<file path="config.mk">
export PLATFORM = sky130hd
export DESIGN_NAME = fm_nco_mod
export DESIGN_NICKNAME = d
export VERILOG_FILES = /design/src/rtl/fm_nco_mod.sv
export SDC_FILE = /design/constraint.sdc
export NUM_CORES = 1
export LEC_CHECK = 0
export ABC_AREA = 1
export CORE_MARGIN = 4
export CORE_UTILIZATION = 25
export CTS_CLUSTER_DIAMETER = 40
export DETAILED_ROUTE_END_ITERATION = 6
export PLACE_DENSITY = 0.52
export SLEW_MARGIN = 20
export SYNTH_ARGS = -nofsm -noshare
export SYNTH_HDL_FRONTEND = slang
export SYNTH_SLANG_ARGS = --single-unit
</file>
<file path="constraint.sdc">
create_clock -name clk -period 2.42 [get_ports clk]
set_input_delay 0.726 -clock clk [delete_from_list [all_inputs] [get_ports clk]]
set_output_delay 0.726 -clock clk [all_outputs]
set_load 0.02 [all_outputs]
</file>
<file path="src/rtl/fm_nco_mod.sv">
// -----------------------------------------------------------------------------
// fm_nco_mod
// NCO-based FM transmitter. Audio samples arrive in offset binary and queue in a
// small FIFO. A divider releases one sample per audio-sample period. Each
// released sample becomes a frequency control word: the carrier plus the signed
// audio, shifted left by DEV_SHIFT. The FCW drives a phase accumulator, and the
// accumulator MSB, registered, is the 1-bit RF output.
//
// Optional feature macro: FM_PREEMPH_EN
//   When defined, a first-order pre-emphasis stage is placed between the held
//   sample and the FCW mapping. This stage adds one register of latency.
//
// Ports
//   clk          in   1        system clock
//   rst_n        in   1        asynchronous active-low reset
//   en           in   1        1 = run divider/accumulator, 0 = freeze them
//   carrier_fcw  in   PHASE_W  carrier frequency control word
//   s_valid      in   1        audio sample valid
//   s_ready      out  1        FIFO not full
//   s_data       in   AUDIO_W  audio sample, offset binary
//   sample_tick  out  1        pulse at each audio-sample boundary
//   underrun     out  1        pulse when a tick finds the FIFO empty
//   phase_out    out  PHASE_W  phase accumulator value
//   fm_out       out  1        registered phase MSB
// -----------------------------------------------------------------------------
module fm_nco_mod #(
    parameter int AUDIO_W    = 10,
    parameter int PHASE_W    = 32,
    parameter int SAMPLE_DIV = 43334,
    parameter int DEV_SHIFT  = 8,
    parameter int DEPTH      = 4
) (
    input  logic               clk,
    input  logic               rst_n,
    input  logic               en,
    input  logic [PHASE_W-1:0] carrier_fcw,
    input  logic               s_valid,
    output logic               s_ready,
    input  logic [AUDIO_W-1:0] s_data,
    output logic               sample_tick,
    output logic               underrun,
    output logic [PHASE_W-1:0] phase_out,
    output logic               fm_out
);

    localparam int CNT_W = (SAMPLE_DIV > 2) ? $clog2(SAMPLE_DIV) : 1;
    localparam int PTR_W = $clog2(DEPTH);
    // The deviation is computed at a width that holds both the carrier word
    // and the (AUDIO_W+1)-bit mapped sample. Sign extension then stays correct
    // even when PHASE_W is narrower than the audio word.
    localparam int EXT_W = (PHASE_W > AUDIO_W + 1) ? PHASE_W : AUDIO_W + 1;

    localparam logic [CNT_W-1:0]   CNT_LAST  = CNT_W'(SAMPLE_DIV - 1);
    localparam logic [PTR_W:0]     FIFO_FULL = (PTR_W + 1)'(DEPTH);
    localparam logic [AUDIO_W-1:0] MID_SCALE = {1'b1, {(AUDIO_W - 1){1'b0}}};

    logic [CNT_W-1:0]   cnt_q;
    logic [AUDIO_W-1:0] mem_q [DEPTH];
    logic [PTR_W-1:0]   wr_ptr_q, rd_ptr_q;
    logic [PTR_W:0]     count_q;
    logic [AUDIO_W-1:0] cur_sample_q;
    logic [PHASE_W-1:0] fcw_q, fcw_d;
    logic [PHASE_W-1:0] phase_q;
    logic               fm_q;

    logic fifo_empty, push, pop;
    logic signed [AUDIO_W-1:0] off;
    logic signed [AUDIO_W:0]   mapped;
    logic signed [EXT_W-1:0]   dev_ext;
    logic signed [EXT_W-1:0]   dev_shifted;

    assign fifo_empty  = (count_q == '0);
    assign s_ready     = (count_q != FIFO_FULL);
    assign sample_tick = en && (cnt_q == CNT_LAST);
    assign underrun    = sample_tick && fifo_empty;
    assign push        = s_valid && s_ready;
    assign pop         = sample_tick && !fifo_empty;

    // Inverting the MSB converts offset binary to two's complement.
    assign off = $signed({~cur_sample_q[AUDIO_W-1], cur_sample_q[AUDIO_W-2:0]});

`ifdef FM_PREEMPH_EN
    logic signed [AUDIO_W-1:0] off_prev_q;
    logic signed [AUDIO_W:0]   emph_q;
    logic signed [AUDIO_W+1:0] diff, emph_sum;
    logic signed [AUDIO_W:0]   emph_d;

    // y = off + (off - off_prev)/4. The result saturates to AUDIO_W+1 bits
    // whenever the two top bits of the wider sum disagree.
    always_comb begin
        diff     = (AUDIO_W + 2)'(off) - (AUDIO_W + 2)'(off_prev_q);
        emph_sum = (AUDIO_W + 2)'(off) + (diff >>> 2);
        emph_d   = emph_sum[AUDIO_W:0];
        if (emph_sum[AUDIO_W+1] != emph_sum[AUDIO_W]) begin
            emph_d = emph_sum[AUDIO_W+1] ? {1'b1, {AUDIO_W{1'b0}}}
                                         : {1'b0, {AUDIO_W{1'b1}}};
        end
    end

    // off_prev captures the outgoing sample on each tick, so after the tick
    // the difference is taken between consecutive samples.
    always_ff @(posedge clk or negedge rst_n) begin
        if (!rst_n) begin
            off_prev_q <= '0;
            emph_q     <= '0;
        end else begin
            if (sample_tick) off_prev_q <= off;
            if (en)          emph_q     <= emph_d;
        end
    end

    assign mapped = emph_q;
`else
    assign mapped = (AUDIO_W + 1)'(off);
`endif

    always_comb begin
        dev_ext     = EXT_W'(mapped);
        dev_shifted = dev_ext <<< DEV_SHIFT;
        fcw_d       = carrier_fcw + dev_shifted[PHASE_W-1:0];
    end

    // The FIFO storage is written without a reset. Entries are only read
    // after they have been pushed.
    always_ff @(posedge clk) begin
        if (push) mem_q[wr_ptr_q] <= s_data;
    end

    // Control state. Pushes are accepted even while en is low. A pop, and with
    // it the update of the held sample, happens only on a tick that finds data.
    always_ff @(posedge clk or negedge rst_n) begin
        if (!rst_n) begin
            cnt_q        <= '0;
            wr_ptr_q     <= '0;
            rd_ptr_q     <= '0;
            count_q      <= '0;
            cur_sample_q <= MID_SCALE;
            fcw_q        <= '0;
            phase_q      <= '0;
            fm_q         <= 1'b0;
        end else begin
            if (push) wr_ptr_q <= wr_ptr_q + 1'b1;
            if (pop) begin
                rd_ptr_q     <= rd_ptr_q + 1'b1;
                cur_sample_q <= mem_q[rd_ptr_q];
            end
            if (push && !pop)      count_q <= count_q + 1'b1;
            else if (pop && !push) count_q <= count_q - 1'b1;

            if (en) begin
                cnt_q   <= sample_tick ? '0 : cnt_q + 1'b1;
                fcw_q   <= fcw_d;
                phase_q <= phase_q + fcw_q;
                fm_q    <= phase_q[PHASE_W-1];
            end
        end
    end

    assign phase_out = phase_q;
    assign fm_out    = fm_q;

endmodule

</file>
# Yosys cells after proc, flatten, opt, wreduce, memory -nomap -nowiden
# Memory sizes are Yosys's and may differ from the RTL's. A register that Yosys moved wholly into a read port is not among the register bits.
# Index checks and enable logic that the tools add are counted.
dict set report totals {
  inputBits 46
  output_inout_bits 36
  word_cells 35
  mem_bits_ro 0
  reg_bits 88
  n_memories 1
  latch_bits 0
  mem_bits_rw 40
}
dict set report op_classes {
  bitwise_logic 1
  addsub 7
  shifts 0
  n_reduce_logical 12
  div 0
  eq_ne 2
  multipliers 0
  n_mux 5
  n_lt_le_gt_ge 0
}
# memory words width read_ports rd_ports_with_merged_regs wr line
set memory_table {}
lappend memory_table {mem_q 4 10 1 1 1 58} ;# logic [AUDIO_W-1:0] mem_q [DEPTH];
# op n
set ops {}
lappend ops {{adder 32 bit} 2}
lappend ops {{adder 16 x 1 -> 16 bit, second input constant} 1}
lappend ops {{== test 16 bit, second input constant} 1}
lappend ops {{two-way mux 16 bit} 1}
lappend ops {{logical AND 1 bit} 6}
lappend ops {{two-way mux 3 bit} 2}
lappend ops {{adder 2 x 1 -> 2 bit, second input constant} 2}
lappend ops {{zero test 1 bit} 4}
lappend ops {{adder 3 x 1 -> 3 bit, second input constant} 1}
lappend ops {{zero test 3 bit} 1}
lappend ops {{!= test 3 bit, second input constant} 1}
lappend ops {{subtractor 3 x 1 -> 3 bit, second input constant} 1}
lappend ops {{two-way mux 1 bit} 2}
lappend ops {{nonzero test 2 bit} 1}
lappend ops {{inverter 1 bit} 1}

# Depth between registers and ports, before layout
# Gate-level depths: netlist of the first run.
dict set report depth {
  word_depth 6
  mapped_depth 13
}

# Least setup slack after synthesis of the first run
# OpenSTA, ideal clock, no wires.
dict set report synth_path {
  kind {input -> output}
  startpoint {input port en}
  endpoint {output port underrun}
  path_slack_ns -0.167
  t_required_ns 1.694
  arrival_ns 1.861
  path_stages 5
  n_path_buf 1
  cell_sequence {buf_2 nand4_1 nor2_1 nand2_2 nor4_1}
}
dict set report synth_between {
  elab_chain_cells 2
}
# element line
set synth_rtl {}
lappend synth_rtl {{start: declaration} 35} ;# input logic en,
lappend synth_rtl {{logical AND 1 bit} 74} ;# assign sample_tick = en && (cnt_q == CNT_LAST);
lappend synth_rtl {{logical AND 1 bit} 75} ;# assign underrun = sample_tick && fifo_empty;
lappend synth_rtl {{end: declaration} 41} ;# output logic underrun,
# Every way passes these cells.

# Worst setup path in the final report of the first run
dict set report layout_path {
  startpoint {register cnt_q[3]}
  endpoint {output port underrun}
}
dict set report layout_between {
  elab_chain_cells 3
}
# element line
set layout_rtl {}
lappend layout_rtl {{start: declaration} 57} ;# logic [CNT_W-1:0] cnt_q;
lappend layout_rtl {{start signal: assignment} 151} ;# cnt_q <= sample_tick ? '0 : cnt_q + 1'b1;
lappend layout_rtl {{== test 16 bit} 74}
lappend layout_rtl {{logical AND 1 bit} 74}
lappend layout_rtl {{logical AND 1 bit} 75}
# Every way passes these cells.

==> results of run 1 <==
==> worst reg2reg max path, stage by stage (launching register included) <==
cell	delay, ps
dfrtp_1	370
or2_1	260
nor3_4	230
nand2_2	100
buf_4	140
buf_4	130
nor2_4	110
inv_2	50
ha_2	160
inv_2	60
fa_1	380
mux2_2	270
==> registers in the layout, summed over array words and instances, names as in the netlist <==
name	flops
mem_q	40
fcw_q	32
phase_out	32
cnt_q	16
cur_sample_q	10
count_q	3
rd_ptr_q	2
wr_ptr_q	2
fm_out	1
==> power by group through the flow <==
stage                     Combinational (mW)  Sequential, mW  Clock (mW)
after floorplan                         3.06            3.71           0
after detailed placement                5.23            3.48           0
after global routing                    5.94            3.52        2.92
after global placement                  5.18            3.47           0
final                                   5.22            3.43        2.75
after CTS                               5.26            3.45        2.83
==> synth_stat cells (all sizes together) <==
cell type  instances  area (sq um)
xnor2             21           184
dfrtp             97          2430
and2               4          25.0
nor2             117           449
nor4               4          31.3
or2                3          18.8
clkbuf            15          56.3
a21oi             49           245
o21a               1          7.51
a31oi              2          12.5
nand2            470          1770
nand4             21           131
nor3              16          85.1
nand3b             6          45.0
o21ai             62           310
o21bai             7          52.6
dfstp              1          26.3
a21o               1          7.51
xor2              10          87.6
ha                61           763
nand3             85           425
o31ai              1          7.51
buf                8          41.3
mux2               1          11.3
fa                 3          60.1
edfxtp            40          1200
o211ai            11          82.6
clkinv             1          3.75
inv              201           754
==> layout make-up <==
class | instances | area, sq um | share of cell area
clock inverter | 9 | 136 | 0.0112
tap | 468 | 586 | 0.0481
clock buffer | 23 | 478 | 0.0392
antenna | 2 | 5.00 | 0.000411
timing repair buffer | 189 | 1680 | 0.138
sequential | 138 | 3660 | 0.300
inverter | 202 | 764 | 0.0628
multi-input combinational | 956 | 4880 | 0.401
==> path summary, 6_finish.rpt <==
kind                                           start                  endpoint  slack (ps)  depth (start not counted)
worst min-delay path                           rst_n  phase_out[4]$_DFFE_PN0P_         160                          1
worst min register to register  fcw_q[2]$_DFFE_PN0P_      fcw_q[2]$_DFFE_PN0P_         480                          2
worst max-delay path            cnt_q[3]$_DFFE_PN0P_                  underrun          -2                          5
min in group clk                fcw_q[2]$_DFFE_PN0P_      fcw_q[2]$_DFFE_PN0P_         480                          2
max in group asynchronous                      rst_n     fcw_q[31]$_DFFE_PN0P_        1610                          2
worst max register to register  cnt_q[3]$_DFFE_PN0P_    count_q[1]$_DFFE_PN0P_          60                         11
==> per-stage QoR <==
stage	util	worst slack (ps)	setup TNS, ps	hold slack [ps]
global placement	0.312	-403	-4700	465
floorplan	-	-5.80	-5.80	430
finish	0.332	-2.40	-2.40	161
CTS	0.329	-83.6	-83.6	143
detailed placement	0.312	-380	-5150	468
global route	0.332	-137	-341	154
==> kinds of logic after synthesis <==
kind of cell,Yosys count,share of synthesized area
AOI/OAI and AO/OA,134,0.0779
xor gates and xnor gates,31,0.0291
adders and majority gates,64,0.0883
buffers and inverters,225,0.0918
DFF,138,0.392
muxes,1,0.00121
and+or+nand+nor,726,0.320
==> repair_timing <==
action	CTS	global route
endpoints found under the setup margin	4	16
endpoints found under the hold margin	0	0
resized for setup	13	20
pin swaps	1	3
gates cloned	0	0
buffers inserted	0	5
==> layer usage <==
layer | GRT usage | vias up
met4 | 0.0337 | 8
met3 | 0.0313 | 30
met5 | 0 | -
li1 | - | 4568
met1 | 0.168 | 3878
met2 | 0.224 | 107
==> run metrics, run 1 <==
DR WL met2=12400 microns; WP buf/inv=1; clock-pin slew on the worst setup and hold paths=~60 ps; Clock Path Buffers=2; nets=1614; Placed Area=around 0.011 sq mm; post-synthesis cell count=between 1000 and 1500; CP max FO=3; RSZ-0062 raised after global routing=yes; Global Route Usage Sum=0.131; vias=8591; delay-heaviest family, CP=simple AND/OR/NAND/NOR gates; largest net degree at the start of global routing=between 50 and 60; 1st-iter DRT viols=around 420; critical path arrival=about 1700 ps; core box area=0.0367 sq mm; max_cap viols=0; failing checks=setup timing; PD cells=936 mW/mm^2; CTS Sinks=138; Root Driver=clkbuf_16; die height=~200 microns; YS warnings=0; Num CTS Buffers=17; Sw Ratio=0.401; Seq/Total Area, Yosys=0.392; die area=0.0404 sq mm; initial antenna violation count=5; Final Cell Area=0.0122 sq mm; GRT overflow=0; DP Wirelength=a little over 20000 microns; Int Power=slightly below 7 mW; Total Power=11.4 mW; crit-path cells=or2_1 -> nor3_4 -> nand2_2 -> nor4_2 -> buf_4; # hold bufs at CTS=0; post-route insts no fill=~2000; Clk pwr share=0.241; drt first pass iters=5; commonest non-fill, non-tap cell in the layout=nand2_1; wire per inst=13.1 microns; final WL=between 20000 and 30000 microns; fillcell total=around 4000; sequential share of power=0.301; Req. time, crit path=between 1500 and 2000 ps; final worst path period share=1.00; Cell Count Post-Placement=1948; Worst Tran Pin Value=703 ps; IO Count=a little over 80; synthesis-to-layout area growth=30.7%; power share of the combinational group=0.458; post-synthesis register bit count=around 140; final max-slew violation count=0; Met3 Routed Length=998 microns; CP Capture Type=output pin; kind of critical path=reg -> out; CTS tree=yes; syn nets=between 1000 and 1500; most frequent cells in the layout=nand2_1 (467), inv_1 (196), nor2_1 (114), buf_4 (105), dfrtp_1 (96); Placer Congestion=~0.88; Worst Skew=roughly 14 ps; starting density of the core=0.254; die width=201 microns; Via density=4.32; Crit path largest cell delay=370 ps; Switch Pwr=around 4.6 mW; first-pass GRT wire length=43200 microns; fmax=around 410 MHz; htree depth=4; minimum clock period=approximately 2400 ps; CP Launch Type=register; cell area after synthesis=slightly above 0.009 sq mm; # DRC=0; Cell variety after synth=38; Slew HR=0.531; Rows=70; share of layout cells above drive strength 1=0.111; Worst Hold Class=in -> async; wire length on met1=approximately 12000 microns; number of global-route vias before repair=roughly 8600; syn_area_per_cell=between 7 and 8 sq um; top routing layer in use=met5; slowest CP cell=dfrtp_1; Max IR drop VDD=0.509 mV; final setup vio count=1; Detail Route Antenna Nets=0; status=complete, but fails checks; number of hold violations in the final report=0; number of port buffers=around 80; Worst-Skew Late Latency=between 400 and 500 ps; Final WS setup=-2.40 ps; Leakage=around 6.1 nW
No activity file was read; power rests on OpenSTA's default activity.
==> run 2, diff against run 1 <==
--- a/config.mk
+++ b/config.mk
@@ -6,11 +6,13 @@
 export NUM_CORES = 1
 export LEC_CHECK = 0
 export ABC_AREA = 1
-export CORE_MARGIN = 4
+export CORE_MARGIN = 5
 export CORE_UTILIZATION = 25
 export CTS_CLUSTER_DIAMETER = 40
 export DETAILED_ROUTE_END_ITERATION = 6
+export MAX_ROUTING_LAYER = met4
 export PLACE_DENSITY = 0.52
+export SKIP_CTS_REPAIR_TIMING = 1
 export SLEW_MARGIN = 20
 export SYNTH_ARGS = -nofsm -noshare
 export SYNTH_HDL_FRONTEND = slang
==> run metrics, run 2 (synthesized netlist as in run 1, its figures left out) <==
fillcell total=3897 (-1.8%); crit-path cells=or2_0 -> nor3_4 -> nand2_2 -> nor4_2 -> buf_2; nets=1611 (-0.19%); critical path arrival=1770 ps (+70 ps); DP Wirelength=20400 microns (-0.91%); Worst-Skew Late Latency=440 ps (about the same); IO Count=82 (unchanged); number of port buffers=81 (unchanged); power share of the combinational group=0.450 (-0.008); starting density of the core=0.254 (unchanged); PD cells=944 mW/mm^2 (+0.86%); final worst path period share=1.03 (+0.0286); final setup vio count=2 (+1); Int Power=6.94 mW (+1.6%); max reg flops=40 (unchanged); CTS tree=yes; top routing layer in use=met4; number of global-route vias before repair=8604 (+0.24%); Via density=4.34 (+0.36%); slowest CP cell=dfrtp_1; Placed Area=0.0114 sq mm (-0.37%); GRT overflow=0 (unchanged); WHS=176 ps (+15.1 ps); max_cap viols=0 (unchanged); CP Capture Type=output pin; number of hold violations in the final report=0 (unchanged); Max IR drop VDD=0.495 mV (-2.7%); clock-pin slew on the worst setup and hold paths=60 ps (about the same); Final Cell Area=0.0122 sq mm (about the same); die width=203 microns (+0.99%); Clock Path Buffers=2 (unchanged); Sw Ratio=0.397 (-0.00414); Req. time, crit path=1690 ps (about the same); RSZ-0062 raised after global routing=yes; fmax=401 MHz (-2.8%); failing checks=setup timing; CP Launch Type=register; Met3 Routed Length=1300 microns (+30%); share of layout cells above drive strength 1=0.112 (+0.000880); initial antenna violation count=6 (+1); wire per inst=13.2 microns (+0.69%); wire length on met1=12000 microns (-1.3%); # DRC=0 (unchanged); htree depth=4 (unchanged); most frequent cells in the layout=nand2_1 (467), inv_1 (197), nor2_1 (112), buf_4 (101), dfrtp_1 (95); commonest non-fill, non-tap cell in the layout=nand2_1; Leakage=6.12 nW (about the same); CTS Sinks=138 (unchanged); Detail Route Antenna Nets=0 (unchanged); Num CTS Buffers=17 (unchanged); Biggest register=mem_q; Worst Hold Class=in -> async; core box area=0.0367 sq mm (unchanged); Cell Count Post-Placement=1944 (-0.21%); Worst Skew=10.8 ps (-2.96 ps); synthesis-to-layout area growth=30.7% (about the same); Clk pwr share=0.251 (+0.010); die area=0.0412 sq mm (+2.0%); R2R cell count=10 (-1); Root Driver=clkbuf_16; status=complete, but fails checks; Switch Pwr=4.57 mW (-0.14%); 1st-iter DRT viols=457 (+8.3%); fin util=0.332 (about the same); first-pass GRT wire length=43500 microns (+0.67%); die height=203 microns (+0.99%); final max-slew violation count=0 (unchanged); CP max FO=4 (+1); sequential share of power=0.299 (-0.002); Total Power=11.5 mW (+0.91%); minimum clock period=2490 ps (+69.2 ps); Global Route Usage Sum=0.135 (+0.00365); Crit path largest cell delay=370 ps (about the same); Placer Congestion=0.888 (+1.2%); DR WL met2=12500 microns (+0.43%); pre-CTS WS=-359 ps (+20.6 ps); Slew HR=0.535 (+0.00323); largest net degree at the start of global routing=61 (+11%); vias=8631 (+0.47%); Worst Tran Pin Value=698 ps (-4.84 ps); kind of critical path=reg -> out; Rows=70 (unchanged); Total Neg Setup Slack=-116 ps (-113 ps); Final WS setup=-71.6 ps (-69.2 ps); drt first pass iters=5 (unchanged); final WL=26300 microns (+0.79%); post-route insts no fill=1989 (+0.10%)
==> run 2: metal layers <==
layer / up-vias / track usage
met5: - / -
met4: 0 / 0.0373
met3: 32 / 0.0335
met2: 142 / 0.221
met1: 3875 / 0.167
li1: 4582 / -
==> run 2: layout make-up <==
| type | instances | area (sq um) | share of cell area |
|---|---|---|---|
| Multi-Input combinational cell | 956 | 4870 | 0.400 |
| Sequential cell | 138 | 3660 | 0.300 |
| Timing Repair Buffer | 186 | 1640 | 0.135 |
| Inverter | 202 | 764 | 0.0627 |
| Tap cell | 468 | 586 | 0.0481 |
| Clock buffer | 23 | 489 | 0.0401 |
| Clock inverter | 9 | 159 | 0.0130 |
| Antenna cell | 7 | 17.5 | 0.00144 |
==> run 2: path summary, 6_finish.rpt <==
check	slack [ps]	start	to
max	-70	cnt_q[3]$_DFFE_PN0P_	underrun
min	180	rst_n	phase_out[5]$_DFFE_PN0P_
max reg2reg	90	cnt_q[3]$_DFFE_PN0P_	count_q[1]$_DFFE_PN0P_
min reg2reg	480	fm_out$_DFFE_PN0P_	fm_out$_DFFE_PN0P_
max in group asynchronous	1590	rst_n	phase_out[14]$_DFFE_PN0P_
min in group clk	480	fm_out$_DFFE_PN0P_	fm_out$_DFFE_PN0P_
==> run 2: critical path: cells and delay by family (launching register included) <==
kind	cells	cell delay [ps]
DFF	1	370
and+or+nand+nor	4	760
buffers and inverters	1	200
==> run 2: power groups by stage <==
stage	combinational [mW]	sequential, mW	clock [mW]
final	5.18	3.45	2.88
after detailed placement	5.19	3.49	0
after floorplan	3.06	3.71	0
after global routing	5.91	3.53	3.06
after CTS	5.22	3.45	2.95
after global placement	5.15	3.48	0
==> run 3, diff against run 2 <==
--- a/config.mk
+++ b/config.mk
@@ -5,7 +5,7 @@
 export SDC_FILE = /design/constraint.sdc
 export NUM_CORES = 1
 export LEC_CHECK = 0
-export ABC_AREA = 1
+export CAP_MARGIN = 15
 export CORE_MARGIN = 5
 export CORE_UTILIZATION = 25
 export CTS_CLUSTER_DIAMETER = 40
==> constraint.sdc (replaced) <==
create_clock -name clk -period 2.42 [get_ports clk]
set_input_delay 0.484 -clock clk [delete_from_list [all_inputs] [get_ports clk]]
set_output_delay 0.484 -clock clk [all_outputs]
set_load 0.02 [all_outputs]
==> run metrics, run 3 <==
RSZ-0062 raised after global routing=yes; Worst Skew=19.8 ps (+9.07 ps); commonest non-fill, non-tap cell in the layout=buf_4; syn nets=824 (-42%); kind of critical path=reg -> reg; initial antenna violation count=3 (-3); Cell variety after synth=67 (+76%); Crit path largest cell delay=410 ps (+40 ps); # DRC=0 (unchanged); drt first pass iters=4 (-1); largest net degree at the start of global routing=80 (+31%); top cells by area, synth=dfrtp_1 (30%), edfxtp_1 (15%), ha_1 (9.3%); PD cells=1050 mW/mm^2 (+11%); Synth top area share=0.296 (+0.0356); Seq/Total Area, Yosys=0.446 (+0.0535); core box area=0.0325 sq mm (-12%); WHS=-1.73 ps (-178 ps); Via density=4.45 (+2.5%); top_reg_cell synth=dfrtp_1; max reg flops=40 (unchanged); Global Route Usage Sum=0.118 (-0.0174); Clock Path Buffers=2 (unchanged); R2R setup slack=-400 ps (-490 ps); final max-slew violation count=0 (unchanged); die height=191 microns (-5.9%); Req. time, crit path=2730 ps (+1040 ps); IO Count=82 (unchanged); clock-pin slew on the worst setup and hold paths=70 ps (about the same); number of synthesized flops with an enable pin=40 (unchanged); die width=191 microns (-5.9%); starting density of the core=0.253 (-0.00129); final WL=20600 microns (-22%); final setup vio count=25 (+23); Reg area=0.00366 sq mm (about the same); fmax=355 MHz (-12%); CP Capture Type=register; minimum clock period=2820 ps (+328 ps); wire per inst=14.6 microns (+10%); most common cell in the netlist=dfrtp_1; Leakage=5.31 nW (-13%); nets=1066 (-34%); number of port buffers=81 (unchanged); CP Launch Type=register; worst setup path start=cur_sample_q[0]$_DFFE_PN0P_; post-synthesis register bit count=138 (unchanged); WP buf/inv=0 (-1); cell area after synthesis=0.00820 sq mm (-12%); status=complete, but fails checks; fillcell total=3178 (-18%); Max IR drop VDD=0.555 mV (+12%); htree depth=4 (unchanged); Worst-Skew Late Latency=430 ps (about the same); Critical Path Most Common Cell=a21o_1; number of global-route vias before repair=6444 (-25%); R2R cell count=10 (unchanged); Total Neg Setup Slack=-4420 ps (-4300 ps); final worst path period share=1.16 (+0.135); synthesis-to-layout area growth=45.5%; die area=0.0365 sq mm (-11%); Root Driver=clkbuf_16; YS warnings=0 (unchanged); vias=6287 (-27%); crit-path cells=ha_4 -> fa_2 -> a21o_1 -> a21o_1 -> a2111oi_4 -> o21ai_2 -> o41ai_4 -> o31ai_2 -> xor2_1 -> mux2_4; Slew HR=0.645 (+0.110); slowest CP cell=dfrtp_1; Worst Hold Class=in -> async; failing checks=hold timing, setup timing; critical path arrival=3130 ps (+1360 ps); reg2reg start=cur_sample_q[0]$_DFFE_PN0P_; delay-heaviest family, CP=compound AO/OA/AOI/OAI gates; first-pass GRT wire length=33200 microns (-24%); Detail Route Antenna Nets=0 (unchanged); Placer Congestion=0.820 (-7.6%); 1st-iter DRT viols=200 (-56%); CP max FO=3 (-1); CTS Sinks=138 (unchanged); area of the multi-input gates=0.00496 sq mm (+1.7%); area leader, netlist=dfrtp_1; CTS tree=yes; GRT overflow=0 (unchanged); most frequent cells in the layout=buf_4 (164), dfrtp_1 (94), clkdlybuf4s50_1 (76), mux2_2 (44), ha_1 (42); Rows=66 (-5.7%); number of hold violations in the final report=1 (+1); max_cap viols=0 (unchanged); fraction of registers with async set/reset=0.710 (unchanged); share of layout cells above drive strength 1=0.379 (+0.267); syn_area_per_cell=11.5 sq um (+63%); Final WS setup=-399 ps (-328 ps); Worst Tran Pin Value=533 ps (-165 ps); post-synthesis cell count=714 (-46%); Biggest register=mem_q; Total Power=12.5 mW (+8.8%); R2R Path End=fcw_q[30]$_DFFE_PN0P_; DP Wirelength=15500 microns (-24%); Num CTS Buffers=17 (unchanged); pre-CTS WS=-920 ps (-561 ps); Post-synth top cells=dfrtp_1 (97), mux2_2 (64), ha_1 (61)
[run 3: cell types whose count changed after synthesis, sizes merged, moves of 10 or more]
cell and change:
a21o +41, and3 +13, inv -185, mux2 +63, mux4 +10, nand2 -436
nand3 -73, nor2 -86, o21ai -33, xnor2 +13, xor2 +22
[run 3: per-layer routing]
metal,track usage,wire [microns]
met1,0.152,9850
met2,0.183,9520
met3,0.0301,889
met4,0.0348,320
met5,-,0
[run 3: stage by stage]
stage / cell area, sq um / cells / util / hold WS [ps]
finish: 11900 / 1414 / 0.368 / -1.73
global route: 11900 / 1414 / 0.368 / 25.5
CTS: 11400 / 1399 / 0.352 / 0.186
detailed placement: 10900 / 1367 / 0.335 / 458
global placement: 10900 / 1367 / 0.335 / 461
floorplan: 8420 / 714 / - / 188
[run 3: worst max path at each step]
stage | slack [ps] | cells past startpoint | end
after CTS | -580 | 8 | underrun
after detailed placement | -920 | 11 | fcw_q[26]$_DFFE_PN0P_
after floorplan | -320 | 10 | fcw_q[30]$_DFFE_PN0P_
final | -400 | 10 | fcw_q[30]$_DFFE_PN0P_
after global routing | -550 | 10 | fcw_q[30]$_DFFE_PN0P_
after global placement | -930 | 11 | fcw_q[30]$_DFFE_PN0P_
[run 3: cell type report]
cell class	instances	share of cell area
timing repair buffer	252	0.180
clock inverter	14	0.00923
sequential	138	0.307
tap	442	0.0464
clock buffer	18	0.0360
multi-input combinational	530	0.416
inverter	17	0.00566
antenna	3	0.000629
[run 3: kinds of logic after synthesis]
kind of cell,Yosys count,share of synthesized area
buffers and inverters,46,0.0217
adder cells (fa/ha/maj),64,0.100
multiplexers,74,0.115
XOR/XNOR,66,0.0705
AO/OA/AOI/OAI,184,0.157
flip-flops,138,0.446
AND/OR/NAND/NOR,142,0.0896
[run 3: report_power, final]
group | leakage (nW) | switching (mW) | internal, mW
registers | 1.55 | 0.394 | 3.01
logic | 3.49 | 3.12 | 3.55
clock network | 0.269 | 1.11 | 1.33
